### config.mk
export PLATFORM = sky130hd
export DESIGN_NAME = spi_reg_bridge
export DESIGN_NICKNAME = d
export VERILOG_FILES = /design/src/rtl/spi_reg_bridge.sv
export SDC_FILE = /design/constraint.sdc
export NUM_CORES = 1
export LEC_CHECK = 0
export ABC_AREA = 0
export CORE_MARGIN = 2
export CORE_UTILIZATION = 50
export DETAILED_ROUTE_END_ITERATION = 16
export MAX_ROUTING_LAYER = met4
export PLACE_DENSITY = 0.84
export SLEW_MARGIN = 5
export SYNTH_ARGS = -nofsm -noshare
export SYNTH_HDL_FRONTEND = slang
export SYNTH_SLANG_ARGS = --single-unit
### constraint.sdc
create_clock -name sys_clk -period 4.25 [get_ports sys_clk]
set_input_delay 0.85 -clock sys_clk [delete_from_list [all_inputs] [get_ports sys_clk]]
set_output_delay 0.85 -clock sys_clk [all_outputs]
set_load 0.01 [all_outputs]
### src/rtl/spi_reg_bridge.sv
// spi_reg_bridge
//   Turns the byte stream of an upstream SPI slave into register-bus
//   accesses. A frame is a command byte {rw, addr[6:0]} followed by 16-bit
//   words, high byte first. Writes issue one reg_wr_en per completed word.
//   Reads prefetch each word so that its bytes are ready on tx_data in time
//   for the next exchanges.
//
// Ports
//   sys_clk    : clock, all logic on the rising edge
//   sys_rst    : asynchronous active-high reset
//   cs         : chip select, active low, already synchronous; high ends a frame
//   rx_valid   : one-cycle strobe, one byte exchanged
//   rx_data    : received byte, valid with rx_valid
//   tx_data    : byte the SPI slave loads for the next exchange
//   reg_addr   : register address
//   reg_wdata  : register write data
//   reg_wr_en  : one-cycle write strobe
//   reg_rd_en  : one-cycle read strobe
//   reg_rdata  : read data, valid one cycle after reg_rd_en
//   frame_err  : one-cycle pulse when a frame ends between the two bytes of a word
//   busy       : high whenever the FSM is not idle
module spi_reg_bridge #(
  parameter logic       AUTO_INC = 1'b1,
  parameter logic [7:0] IDLE_TX  = 8'hA5
) (
  input  logic        sys_clk,
  input  logic        sys_rst,
  input  logic        cs,
  input  logic        rx_valid,
  input  logic [7:0]  rx_data,
  output logic [7:0]  tx_data,
  output logic [6:0]  reg_addr,
  output logic [15:0] reg_wdata,
  output logic        reg_wr_en,
  output logic        reg_rd_en,
  input  logic [15:0] reg_rdata,
  output logic        frame_err,
  output logic        busy
);

  typedef enum logic [1:0] {
    ST_IDLE = 2'd0,
    ST_CMD  = 2'd1,
    ST_HI   = 2'd2,
    ST_LO   = 2'd3
  } state_t;

  state_t      state_q, state_d;

  // armed_q is set once cs has been seen high since reset, so a frame that
  // was already in progress when reset released is never picked up halfway.
  logic        armed_q, armed_d;
  logic        rw_q, rw_d;
  logic [7:0]  hi_buf_q, hi_buf_d;
  logic [15:0] rd_buf_q, rd_buf_d;
  logic [7:0]  tx_q, tx_d;
  logic [6:0]  addr_q, addr_d;
  logic [15:0] wdata_q, wdata_d;
  logic        wr_en_q, wr_en_d;
  logic        rd_en_q, rd_en_d;
  // High in the cycle reg_rdata carries the answer to the last read strobe.
  logic        rd_cap_q, rd_cap_d;
  logic        frame_err_q, frame_err_d;

  // A byte only counts while the frame is still open; cs high wins.
  logic        byte_ok;
  assign byte_ok = rx_valid & ~cs;

  // ---------------------------------------------------------------------
  // State register
  // ---------------------------------------------------------------------
  always_ff @(posedge sys_clk or posedge sys_rst) begin
    if (sys_rst) begin
      state_q <= ST_IDLE;
      armed_q <= 1'b0;
    end else begin
      state_q <= state_d;
      armed_q <= armed_d;
    end
  end

  // ---------------------------------------------------------------------
  // Next-state logic
  // ---------------------------------------------------------------------
  always_comb begin
    state_d = state_q;
    armed_d = armed_q | cs;
    if (cs) begin
      state_d = ST_IDLE;
    end else begin
      case (state_q)
        ST_IDLE: if (armed_q)  state_d = ST_CMD;
        ST_CMD:  if (rx_valid) state_d = ST_HI;
        ST_HI:   if (rx_valid) state_d = ST_LO;
        ST_LO:   if (rx_valid) state_d = ST_HI;
        default:               state_d = ST_IDLE;
      endcase
    end
  end

  // ---------------------------------------------------------------------
  // Datapath next values
  // ---------------------------------------------------------------------
  always_comb begin
    rw_d        = rw_q;
    hi_buf_d    = hi_buf_q;
    rd_buf_d    = rd_buf_q;
    tx_d        = tx_q;
    addr_d      = addr_q;
    wdata_d     = wdata_q;
    wr_en_d     = 1'b0;
    rd_en_d     = 1'b0;
    // A read answer arriving after the frame closed is a stale prefetch.
    rd_cap_d    = rd_en_q & ~cs;
    frame_err_d = cs & (state_q == ST_LO);

    // The address steps once per issued strobe, after the strobe cycle, so
    // the strobe itself always shows the address of the word it belongs to.
    if (state_q == ST_CMD && byte_ok) begin
      addr_d = rx_data[6:0];
    end else if ((wr_en_q || rd_en_q) && AUTO_INC) begin
      addr_d = addr_q + 7'd1;
    end

    case (state_q)
      ST_CMD: begin
        if (byte_ok) begin
          rw_d    = rx_data[7];
          rd_en_d = rx_data[7];
          tx_d    = IDLE_TX;
        end
      end
      ST_HI: begin
        if (byte_ok) begin
          hi_buf_d = rx_data;
          if (rw_q) tx_d = rd_buf_q[7:0];
        end
      end
      ST_LO: begin
        if (byte_ok) begin
          if (rw_q) begin
            // Word complete: prefetch the next one.
            rd_en_d = 1'b1;
          end else begin
            wr_en_d = 1'b1;
            wdata_d = {hi_buf_q, rx_data};
          end
        end
      end
      default: ;
    endcase

    if (rd_cap_q && !cs) begin
      rd_buf_d = reg_rdata;
      tx_d     = reg_rdata[15:8];
    end
  end

  // ---------------------------------------------------------------------
  // Datapath registers
  // ---------------------------------------------------------------------
  always_ff @(posedge sys_clk or posedge sys_rst) begin
    if (sys_rst) begin
      rw_q        <= 1'b0;
      hi_buf_q    <= 8'h00;
      rd_buf_q    <= 16'h0000;
      tx_q        <= IDLE_TX;
      addr_q      <= 7'h00;
      wdata_q     <= 16'h0000;
      wr_en_q     <= 1'b0;
      rd_en_q     <= 1'b0;
      rd_cap_q    <= 1'b0;
      frame_err_q <= 1'b0;
    end else begin
      rw_q        <= rw_d;
      hi_buf_q    <= hi_buf_d;
      rd_buf_q    <= rd_buf_d;
      tx_q        <= tx_d;
      addr_q      <= addr_d;
      wdata_q     <= wdata_d;
      wr_en_q     <= wr_en_d;
      rd_en_q     <= rd_en_d;
      rd_cap_q    <= rd_cap_d;
      frame_err_q <= frame_err_d;
    end
  end

  // ---------------------------------------------------------------------
  // Outputs
  // ---------------------------------------------------------------------
  always_comb begin
    busy      = (state_q != ST_IDLE);
    // Read data only reaches the pins inside the word phase of a read frame.
    tx_data   = ((state_q == ST_HI || state_q == ST_LO) && rw_q) ? tx_q : IDLE_TX;
    reg_addr  = addr_q;
    reg_wdata = wdata_q;
    reg_wr_en = wr_en_q;
    reg_rd_en = rd_en_q;
    frame_err = frame_err_q;
  end

endmodule

==> results of run 1 <==
[flip-flops by register name, indices dropped and copies added, names as in the netlist]
name,cells
reg_addr,7
tx_q,8
hi_buf_q,8
armed_q,1
frame_err,1
reg_wr_en,1
rd_buf_q,8
rd_cap_q,1
reg_rd_en,1
state_q,2
reg_wdata,16
rw_q,1
[cell usage in the layout (no fill, tap or decap), drive strengths merged, types with 5 or more instances in the layout]
cell	count
mux2	28
nand2	39
nor2	8
or2	8
inv	6
nand2b	5
clkdlybuf4s50	62
dfrtp	51
o21ai	5
clkbuf	6
[worst min path at each step]
stage	from	slack, ns	cells past startpoint	to
3_5_place_dp	armed_q$_DFF_PP0_	0.45	1	armed_q$_DFF_PP0_
6_report	armed_q$_DFF_PP0_	0.47	1	armed_q$_DFF_PP0_
5_1_grt	armed_q$_DFF_PP0_	0.50	1	armed_q$_DFF_PP0_
3_3_place_gp	armed_q$_DFF_PP0_	0.44	1	armed_q$_DFF_PP0_
4_1_cts	armed_q$_DFF_PP0_	0.47	1	armed_q$_DFF_PP0_
2_1_floorplan	armed_q$_DFF_PP0_	0.43	1	armed_q$_DFF_PP0_
[metal layers]
layer | up-vias | part of all wire [%]
met3 | 7 | 5.4
met5 | - | 0
li1 | 829 | -
met4 | 0 | 0.84
met2 | 59 | 49
met1 | 831 | 44
[report_power, final]
group,internal [mW],switching (mW)
Sequential,0.642,0.0898
Combinational,0.220,0.137
Clock,0.176,0.166
[cells by family after synthesis]
family          after synthesis  share of synthesized area, %
compound gates               22                         7.397
xor+xnor                      4                         1.448
fa+ha+maj                     1                        0.5172
buf+inv                      16                         3.259
flops                        55                         57.11
mux                          29                         13.45
simple gates                 79                         16.81
[through the flow]
| stage | setup slack, ns | power, mW |
|---|---|---|
| after floorplan | 2.064 | 0.8979 |
| after global placement | 1.225 | 1.082 |
| after detailed placement | 1.158 | 1.097 |
| after CTS | 1.350 | 1.443 |
| after global routing | 1.258 | 1.501 |
| final | 1.373 | 1.431 |
[final cells by class]
| type | instances | area share (%) |
|---|---|---|
| Sequential cell | 55 | 43.60 |
| Timing Repair Buffer | 63 | 19.83 |
| Tap cell | 54 | 2.133 |
| Inverter | 6 | 0.7109 |
| Clock inverter | 2 | 1.185 |
| Multi-Input combinational cell | 135 | 30.25 |
| Clock buffer | 6 | 2.291 |
[worst max-delay path, delay by kind of cell (launching register included)]
family / cells / cell delay [ns]
AND/OR/NAND/NOR: 2 / 0.65
buffers and inverters: 1 / 0.49
flip-flops: 1 / 0.57
==> results.toml, run 1 <==
[critical_path]
path_class = "reg2out"
worst_ep_required_time_ns = 3.40
worst_r2r_endpoint = "reg_wdata[7]$_DFFE_PP0P_"
timing.critical_path.arrival_ns = 2.03
cp_slowest_stage_delay_ns = 0.57
endpoint_kind = "output pin"
reg2regPathDepth = 2
reg2reg_from = "state_q[1]$_DFFE_PP0P_"
slowest_stage = "sky130_fd_sc_hd__dfrtp_1"
worstSetupEndpoint = "tx_data[2]"
cell_by_cell_listing_of_the_critical_path = "nand2_1 -> or2_2 -> clkdlybuf4s50_1"
timing.critical_path.from = "state_q[1]$_DFFE_PP0P_"
crit_fanout = 15
setup.worst_path.start_class = "flip-flop"
r2r_slack_ns = 2.38

[routing]
final_antenna_net_count = 0
drt_iter0_markers = 48
route.final.wire_length_um = 5015
route.vias.total = 1726
first_pass_iters = 4
avgViaCountPerCell = 5.377
routed_wire_length_per_instance_um = 15.62
drt_drc_violations_left = 0

[hold_path]
hp-class = "reg2reg"

[global_routing]
grt_util_met2_pct = 33.43
grt_use_met1_pct = 26.71
gr-usage-all-layers_pct = 20.34
gr_ovfl_total = 0
busiest_layer = "met2"
first_global_vias = 1688
grt_use_met3_pct = 3.567
largest_net_degree_at_the_start_of_global_routing = 55
grt_pass1_wl_um = 8190
initial_antenna_violation_count = 0

[run]
maxCapViolations = 0

[clock_tree]
tritoncts_clock_tree = "done"
postCtsResizedCells = 0
cts-buffers-inserted = 5
post_cts_setup_buffer_count = 0
cts.clk_slew.worst_paths_ns = 0.10
htreeDepth = 2
post_cts_hold_buffer_count = 0
cts.root.buffer_cell = "sky130_fd_sc_hd__clkbuf_8"
worst_skew_pair.late_latency_ns = 0.31
max-clock-path-buffers = 2
clkSinkCount = 55

[timing]
fmaxAchievable_mhz = 347.6
final_count_of_pins_violating_max_slew = 0
fraction_of_the_cycle_the_final_worst_path_needs_pct = 67.68
grt_setup_unrepaired = "false"
timing.hold.ws_ns = 0.4683
normalized_max_slew_margin_pct = 28.89
finalHoldViolations = 0
clock_skew_ns = 0.009057
worstMarginPinSlew_ns = 1.065
setup_viol = 0
post-route-min-period_ns = 2.877
sum_neg_setup_slack_ns = 0

[place]
port_buffers = 62
place.detailed.instances = 313
dpl.hpwl_um = 3443
finalWeightedCongestion = 0.7707
placement.cell_area_mm2 = 0.003058

[logic_synthesis]
post_synth_instance_area_mm2 = 0.002419
synthFlopType = "sky130_fd_sc_hd__dfrtp_1"
ys_ff_latch = 55
seq_area_frac_synth_pct = 57.11
asyncSetResetFlopFracSynth_pct = 100.0
synth_commonest_cells = "sky130_fd_sc_hd__dfrtp_1, sky130_fd_sc_hd__nand2_1, sky130_fd_sc_hd__mux2_2"
synth.avg_cell_area_um2 = 11.74
postSynthNetCount = 235
synth.lib_cells_used.distinct = 37
synthTopCellsByArea = "sky130_fd_sc_hd__dfrtp_1, sky130_fd_sc_hd__mux2_2, sky130_fd_sc_hd__nand2_1"
number_of_enable_flip_flop_cells_after_synthesis = 0
post-synth-top-area-cell = "sky130_fd_sc_hd__dfrtp_1"
post_synth_inst_count = 206
synth.yosys.warnings = 0
yosysTopAreaCellShare_pct = 52.77
synthMostInstantiatedCell = "sky130_fd_sc_hd__dfrtp_1"

[power_and_ir_drop]
vdd_drop_max_mv = 0.2896
power.leakage_nw = 1.368
power.density_mw_per_mm2 = 451.8

[die]
die_area_mm2 = 0.005410
fp.coreArea_mm2 = 0.004692
top_level_ports = 63
initial_core_util_pct = 51.55
die-width_um = 73.55
die-height_um = 73.55
core.rowCount = 25

[finish]
fill_cells = 372
register_area_mm2 = 0.001381
post-route-cell-area_mm2 = 0.003168
utilization_of_the_core_after_routing_pct = 67.52
final_layout_size_suffix_gt1_share_pct = 20.22
area_used_by_multi_input_combinational_logic_um2 = 958.4
n_antenna_cell = 0
layout-area-overhead-vs-synth_pct = 30.99
layout.cells.non_filler = 321
num-nets-final = 295

[run_status]
run_status = "complete, no violations"
(Power assumes the default switching activity.)
==> run 2: changes to the inputs <==
- CORE_UTILIZATION: 50 -> 44
- PLACE_DENSITY: 0.84 -> 0.78
- clock period: 4.25 -> 2.3 ns (I/O delays scaled with it)
==> run 2 against run 1 <==
- via count decreased by 0.52%
- wire length increased by 1.2%
- global-route usage decreased by 2.3 points
- clock skew decreased by 0.0012 ns
- sequential cell count unchanged
- register-to-register slack got worse by 1.8 ns
- largest power group unchanged
- cell count increased by 7.8%
- clock power increased by 54%
- utilization decreased by 5.0 points
- die area increased by 13%
- largest cell class unchanged
==> results.toml, run 2 (synthesis results as in run 1) <==
[run_status]
run_status = "complete, no violations"

[critical_path]
buffering_stage_count_on_the_worst_path_with_inverters_included = 1
timing.critical_path.arrival_ns = 1.70
worst_ep_required_time_ns = 1.84
cp_slowest_stage_delay_ns = 0.49
timing.critical_path.from = "rw_q$_DFFE_PP0P_"
cp.depth = 3
slowest_stage = "sky130_fd_sc_hd__clkdlybuf4s50_1"
reg2regPathDepth = 4
path_class = "reg2out"
crit_fanout = 10
timing.critical_path.max_delay_family = "buffers and inverters"
r2r_slack_ns = 0.63
worst_r2r_endpoint = "tx_q[6]$_DFFE_PP0P_"
endpoint_kind = "output pin"
cell_by_cell_listing_of_the_critical_path = "nand2_2 -> or2_2 -> clkdlybuf4s50_1"
worstSetupEndpoint = "tx_data[0]"
setup.worst_path.start_class = "flip-flop"
reg2reg_from = "state_q[0]$_DFFE_PP0P_"

[clock_tree]
clkSinkCount = 55
cts.root.buffer_cell = "sky130_fd_sc_hd__clkbuf_8"
cts.clk_slew.worst_paths_ns = 0.09
cts-buffers-inserted = 5
tritoncts_clock_tree = "done"
htreeDepth = 2
worst_skew_pair.late_latency_ns = 0.30
max-clock-path-buffers = 2

[finish]
layout-area-overhead-vs-synth_pct = 34.61
post-route-cell-area_mm2 = 0.003256
num-nets-final = 305
final_layout_size_suffix_gt1_share_pct = 23.55
final_common_cell = "sky130_fd_sc_hd__clkdlybuf4s50_1"
largest_register_ff_count = 16
layout.cells.most_common_list = "sky130_fd_sc_hd__clkdlybuf4s50_1, sky130_fd_sc_hd__dfrtp_1, sky130_fd_sc_hd__nand2_1, sky130_fd_sc_hd__mux2_2, sky130_fd_sc_hd__buf_4"
n_antenna_cell = 0

[routing]
drt_drc_violations_left = 0
routed_wire_length_per_instance_um = 14.66
route.vias.total = 1717
avgViaCountPerCell = 4.962
first_pass_iters = 4
final_antenna_net_count = 0
route.final.wire_length_um = 5074
drt_iter0_markers = 56

[timing]
setup_viol = 0
grt_setup_unrepaired = "false"
post-route-min-period_ns = 2.165
finalHoldViolations = 0
normalized_max_slew_margin_pct = 74.79
clock_skew_ns = 0.007829
worstMarginPinSlew_ns = 0.3742
fmaxAchievable_mhz = 461.9
fraction_of_the_cycle_the_final_worst_path_needs_pct = 94.13
final_count_of_pins_violating_max_slew = 0
sum_neg_setup_slack_ns = 0

[global_routing]
gr_ovfl_total = 0
largest_net_degree_at_the_start_of_global_routing = 30
gr-usage-all-layers_pct = 18.05
initial_antenna_violation_count = 0
grt_pass1_wl_um = 8424
first_global_vias = 1813

[power_and_ir_drop]
power.combinational.fraction_pct = 26.6
power.leakage_nw = 1.418
power.switching_fraction_pct = 27.56
cellInternalPower_mw = 1.840
power.density_mw_per_mm2 = 780.2
vdd_drop_max_mv = 0.4790
switchingPower_mw = 0.7000
seqPwrFrac_pct = 52.6
clockPowerShare_pct = 20.8

[place]
dpl.hpwl_um = 3623
finalWeightedCongestion = 0.7860
placement.cell_area_mm2 = 0.003166
port_buffers = 62

[die]
die-height_um = 78.14
core.rowCount = 26
die-width_um = 78.14
top_level_ports = 63
fp.coreArea_mm2 = 0.005205
die_area_mm2 = 0.006106
initial_core_util_pct = 46.47

[run]
maxCapViolations = 0

[hold_path]
hp-class = "reg2reg"
run 2: worst min path at each step:
stage / slack (ns) / depth (start not counted) / from / to
final: 0.46 / 1 / armed_q$_DFF_PP0_ / armed_q$_DFF_PP0_
after global placement: 0.44 / 1 / armed_q$_DFF_PP0_ / armed_q$_DFF_PP0_
after global routing: 0.49 / 1 / armed_q$_DFF_PP0_ / armed_q$_DFF_PP0_
after CTS: 0.47 / 1 / armed_q$_DFF_PP0_ / armed_q$_DFF_PP0_
after floorplan: 0.43 / 1 / armed_q$_DFF_PP0_ / armed_q$_DFF_PP0_
after detailed placement: 0.44 / 1 / armed_q$_DFF_PP0_ / armed_q$_DFF_PP0_
run 2: routing by layer:
metal  part of all wire, %  track usage, %  wire [um]
met5                     0               -          0
met4                   1.1           4.737         55
met3                   6.9           5.287        352
met2                    48           30.34       2436
met1                    44           21.41       2231
run 2: final cells by class:
cell class | instances | area [um^2]
well taps | 70 | 87.58
multi-input cells | 135 | 960.9
clock inverters | 1 | 5.005
fillers | 454 | 1949
flip-flops and latches | 55 | 1381
repair buffers | 73 | 715.7
clock buffers | 6 | 82.58
inverters | 6 | 22.52
run 2: power by group through the flow:
stage               combinational (mW)  sequential (mW)  clock (mW)
floorplan                        0.282             1.38           0
global placement                 0.668             1.35           0
detailed placement               0.682             1.35           0
CTS                              0.687             1.34       0.551
global route                     0.740             1.37       0.587
finish                           0.676             1.34       0.527
run 2: repair_timing:
| action | in CTS | in global routing |
|---|---|---|
| hold buffers | 0 | 0 |
| hold endpoints to repair | 0 | 0 |
| buffers inserted | 0 | 0 |
| gates resized for setup | 0 | 1 |
| endpoints found under the setup margin | 0 | 4 |
run 2: metrics by stage:
| step | utilization [%] | worst slack [ns] | hold WS [ns] | instances | total power, mW |
|---|---|---|---|---|---|
| floorplan | - | 0.5037 | 0.4278 | 206 | 1.659 |
| global placement | 60.82 | 0.2587 | 0.4385 | 339 | 2.016 |
| detailed placement | 60.82 | 0.2288 | 0.4430 | 339 | 2.036 |
| CTS | 62.50 | 0.01234 | 0.4685 | 346 | 2.577 |
| global route | 62.55 | 0.04675 | 0.4911 | 346 | 2.694 |
| finish | 62.55 | 0.1350 | 0.4621 | 346 | 2.540 |
==> run 3: changes to the inputs <==
--- a/config.mk
+++ b/config.mk
@@ -10,2 +10,3 @@
 export CORE_UTILIZATION = 44
+export CTS_CLUSTER_DIAMETER = 100
 export DETAILED_ROUTE_END_ITERATION = 16
--- a/constraint.sdc
+++ b/constraint.sdc
@@ -3,2 +3,2 @@
 set_output_delay 0.46 -clock sys_clk [all_outputs]
-set_load 0.01 [all_outputs]
+set_load 0.02 [all_outputs]
==> run 3 against run 2 <==
- critical path depth stayed put
- first-iteration DRC count is 5.4% higher
- power is 3.6% higher
- cell count stayed put
- sequential cell count stayed put
- clock-buffer cell count stayed put
- sequential share of layout area is 0.065 points lower
- combinational power is 13% higher
- worst setup slack worse by 0.050 ns
- die area stayed put
- fmax is 2.2% lower
- utilization is 0.096 points higher
==> results.toml, run 3 (synthesis results as in run 1) <==
[clock_tree]
cts.clk_slew.worst_paths_ns = 0.09
clkSinkCount = 55
post_cts_hold_buffer_count = 0
max-clock-path-buffers = 2
cts.root.buffer_cell = "sky130_fd_sc_hd__clkbuf_8"
worst_skew_pair.late_latency_ns = 0.30
tritoncts_clock_tree = "done"
cts-buffers-inserted = 5
htreeDepth = 2

[critical_path]
setup.worst_path.start_class = "flip-flop"
timing.critical_path.arrival_ns = 1.75
cell_by_cell_listing_of_the_critical_path = "nand2_2 -> or2_2 -> clkdlybuf4s50_1"
worst_ep_required_time_ns = 1.84
timing.critical_path.max_delay_family = "buffers and inverters"
endpoint_kind = "output pin"
cp_slowest_stage_delay_ns = 0.53
buffering_stage_count_on_the_worst_path_with_inverters_included = 1
path_class = "reg2out"
crit_fanout = 10
slowest_stage = "sky130_fd_sc_hd__clkdlybuf4s50_1"

[run_status]
run_status = "complete, no violations"

[finish]
layout.cells.most_common_list = "sky130_fd_sc_hd__clkdlybuf4s50_1, sky130_fd_sc_hd__dfrtp_1, sky130_fd_sc_hd__nand2_1, sky130_fd_sc_hd__mux2_2, sky130_fd_sc_hd__buf_4"
n_antenna_cell = 0
final_common_cell = "sky130_fd_sc_hd__clkdlybuf4s50_1"
final_layout_size_suffix_gt1_share_pct = 23.55
utilization_of_the_core_after_routing_pct = 62.64
layout.cells.non_filler = 346
area_used_by_multi_input_combinational_logic_um2 = 960.9
fill_cells = 453
num-nets-final = 305
largest_register_ff_count = 16
layout-area-overhead-vs-synth_pct = 34.82
register_area_mm2 = 0.001381

[global_routing]
gr-usage-all-layers_pct = 18.05
largest_net_degree_at_the_start_of_global_routing = 30
grt_pass1_wl_um = 8424
initial_antenna_violation_count = 0
first_global_vias = 1813
gr_ovfl_total = 0

[place]
place.detailed.instances = 339
port_buffers = 62
finalWeightedCongestion = 0.7860
dpl.hpwl_um = 3623

[run]
maxCapViolations = 0

[die]
initial_core_util_pct = 46.47
top_level_ports = 63
die_area_mm2 = 0.006106
die-height_um = 78.14
fp.coreArea_mm2 = 0.005205
core.rowCount = 26
die-width_um = 78.14

[routing]
wl_met1_um = 2246
route.vias.total = 1724
routed_wire_length_on_met3_um = 328
avgViaCountPerCell = 4.983
first_pass_iters = 4
routed.top_layer = "met4"
routed_wire_length_per_instance_um = 14.68
route.final.wire_length_um = 5078
final_antenna_net_count = 0
detailroute.wirelength.met2_um = 2448
drt_iter0_markers = 59
drt_drc_violations_left = 0

[power_and_ir_drop]
cellInternalPower_mw = 1.840
power.combinational.fraction_pct = 29.2
vdd_drop_max_mv = 0.5169
clockPowerShare_pct = 20.0
switchingPower_mw = 0.7901
power.switching_fraction_pct = 30.03
power.leakage_nw = 1.418
seqPwrFrac_pct = 50.8
power.density_mw_per_mm2 = 806.8

[timing]
post-route-min-period_ns = 2.215
finalHoldViolations = 0
worstMarginPinSlew_ns = 0.3742
final_count_of_pins_violating_max_slew = 0
setup_viol = 0
clock_skew_ns = 0.007840
grt_setup_unrepaired = "false"
fmaxAchievable_mhz = 451.5
normalized_max_slew_margin_pct = 74.79
fraction_of_the_cycle_the_final_worst_path_needs_pct = 96.29
sum_neg_setup_slack_ns = 0

[hold_path]
hp-class = "reg2reg"
## run 3: cell count changes in the layout (fill, tap and decap cells not counted)
cell / before / now
sky130_fd_sc_hd__clkdlybuf4s50_1: 62 / 60
sky130_fd_sc_hd__dlymetal6s2s_1: 0 / 2
## run 3: per-stage QoR
stage | power (mW) | cell area [um^2] | hold WS (ns) | worst slack [ns]
floorplan | 1.748 | 2419 | 0.4278 | 0.5037
global placement | 2.107 | 3166 | 0.4385 | 0.2587
detailed placement | 2.127 | 3166 | 0.4430 | 0.2288
CTS | 2.669 | 3256 | 0.4685 | 0.05506
global route | 2.784 | 3261 | 0.4911 | 0.002124
finish | 2.631 | 3261 | 0.4620 | 0.08531
## run 3: worst paths after layout
check / depth (start not counted) / end / from / slack (ns)
min reg2reg: 1 / armed_q$_DFF_PP0_ / armed_q$_DFF_PP0_ / 0.46
min: 1 / armed_q$_DFF_PP0_ / armed_q$_DFF_PP0_ / 0.46
min in group asynchronous: 3 / rd_buf_q[1]$_DFFE_PP0P_ / sys_rst / 0.53
max in group asynchronous: 3 / tx_q[2]$_DFFE_PP1P_ / sys_rst / 1.47
max reg2reg: 4 / tx_q[6]$_DFFE_PP0P_ / state_q[0]$_DFFE_PP0P_ / 0.63
max: 3 / tx_data[5] / rw_q$_DFFE_PP0P_ / 0.09
## run 3: final cells by class
type / count / area share (%)
clock inverter: 1 / 0.1535
timing repair buffer: 73 / 22.10
multi-input combinational: 135 / 29.47
clock buffer: 6 / 2.533
inverter: 6 / 0.6907
tap: 70 / 2.686
sequential: 55 / 42.36
## run 3: worst register-to-register path, stage by stage, from the launching register on
cell and delay [ns]:
sky130_fd_sc_hd__dfrtp_1 0.53, sky130_fd_sc_hd__nand3b_2 0.30, sky130_fd_sc_hd__a311oi_4 0.37, sky130_fd_sc_hd__buf_4 0.21, sky130_fd_sc_hd__o221ai_1 0.12
## run 3: what timing repair did
| action | in CTS | in global routing |
|---|---|---|
| endpoints found under the setup margin | 4 | 2 |
| gates resized for setup | 1 | 2 |
| buffers inserted | 0 | 0 |
## run 3: metal layers
layer | GRT usage, % | vias to the layer above
li1 | - | 844
met1 | 21.41 | 820
met2 | 30.34 | 54
met3 | 5.287 | 6
met4 | 4.737 | 0
met5 | - | -
## run 3: power groups by stage
stage	sequential (mW)	combinational, mW	clock (mW)
global placement	1.35	0.759	0
floorplan	1.46	0.285	0
detailed placement	1.35	0.773	0
finish	1.34	0.767	0.527
CTS	1.34	0.778	0.551
global route	1.37	0.831	0.587
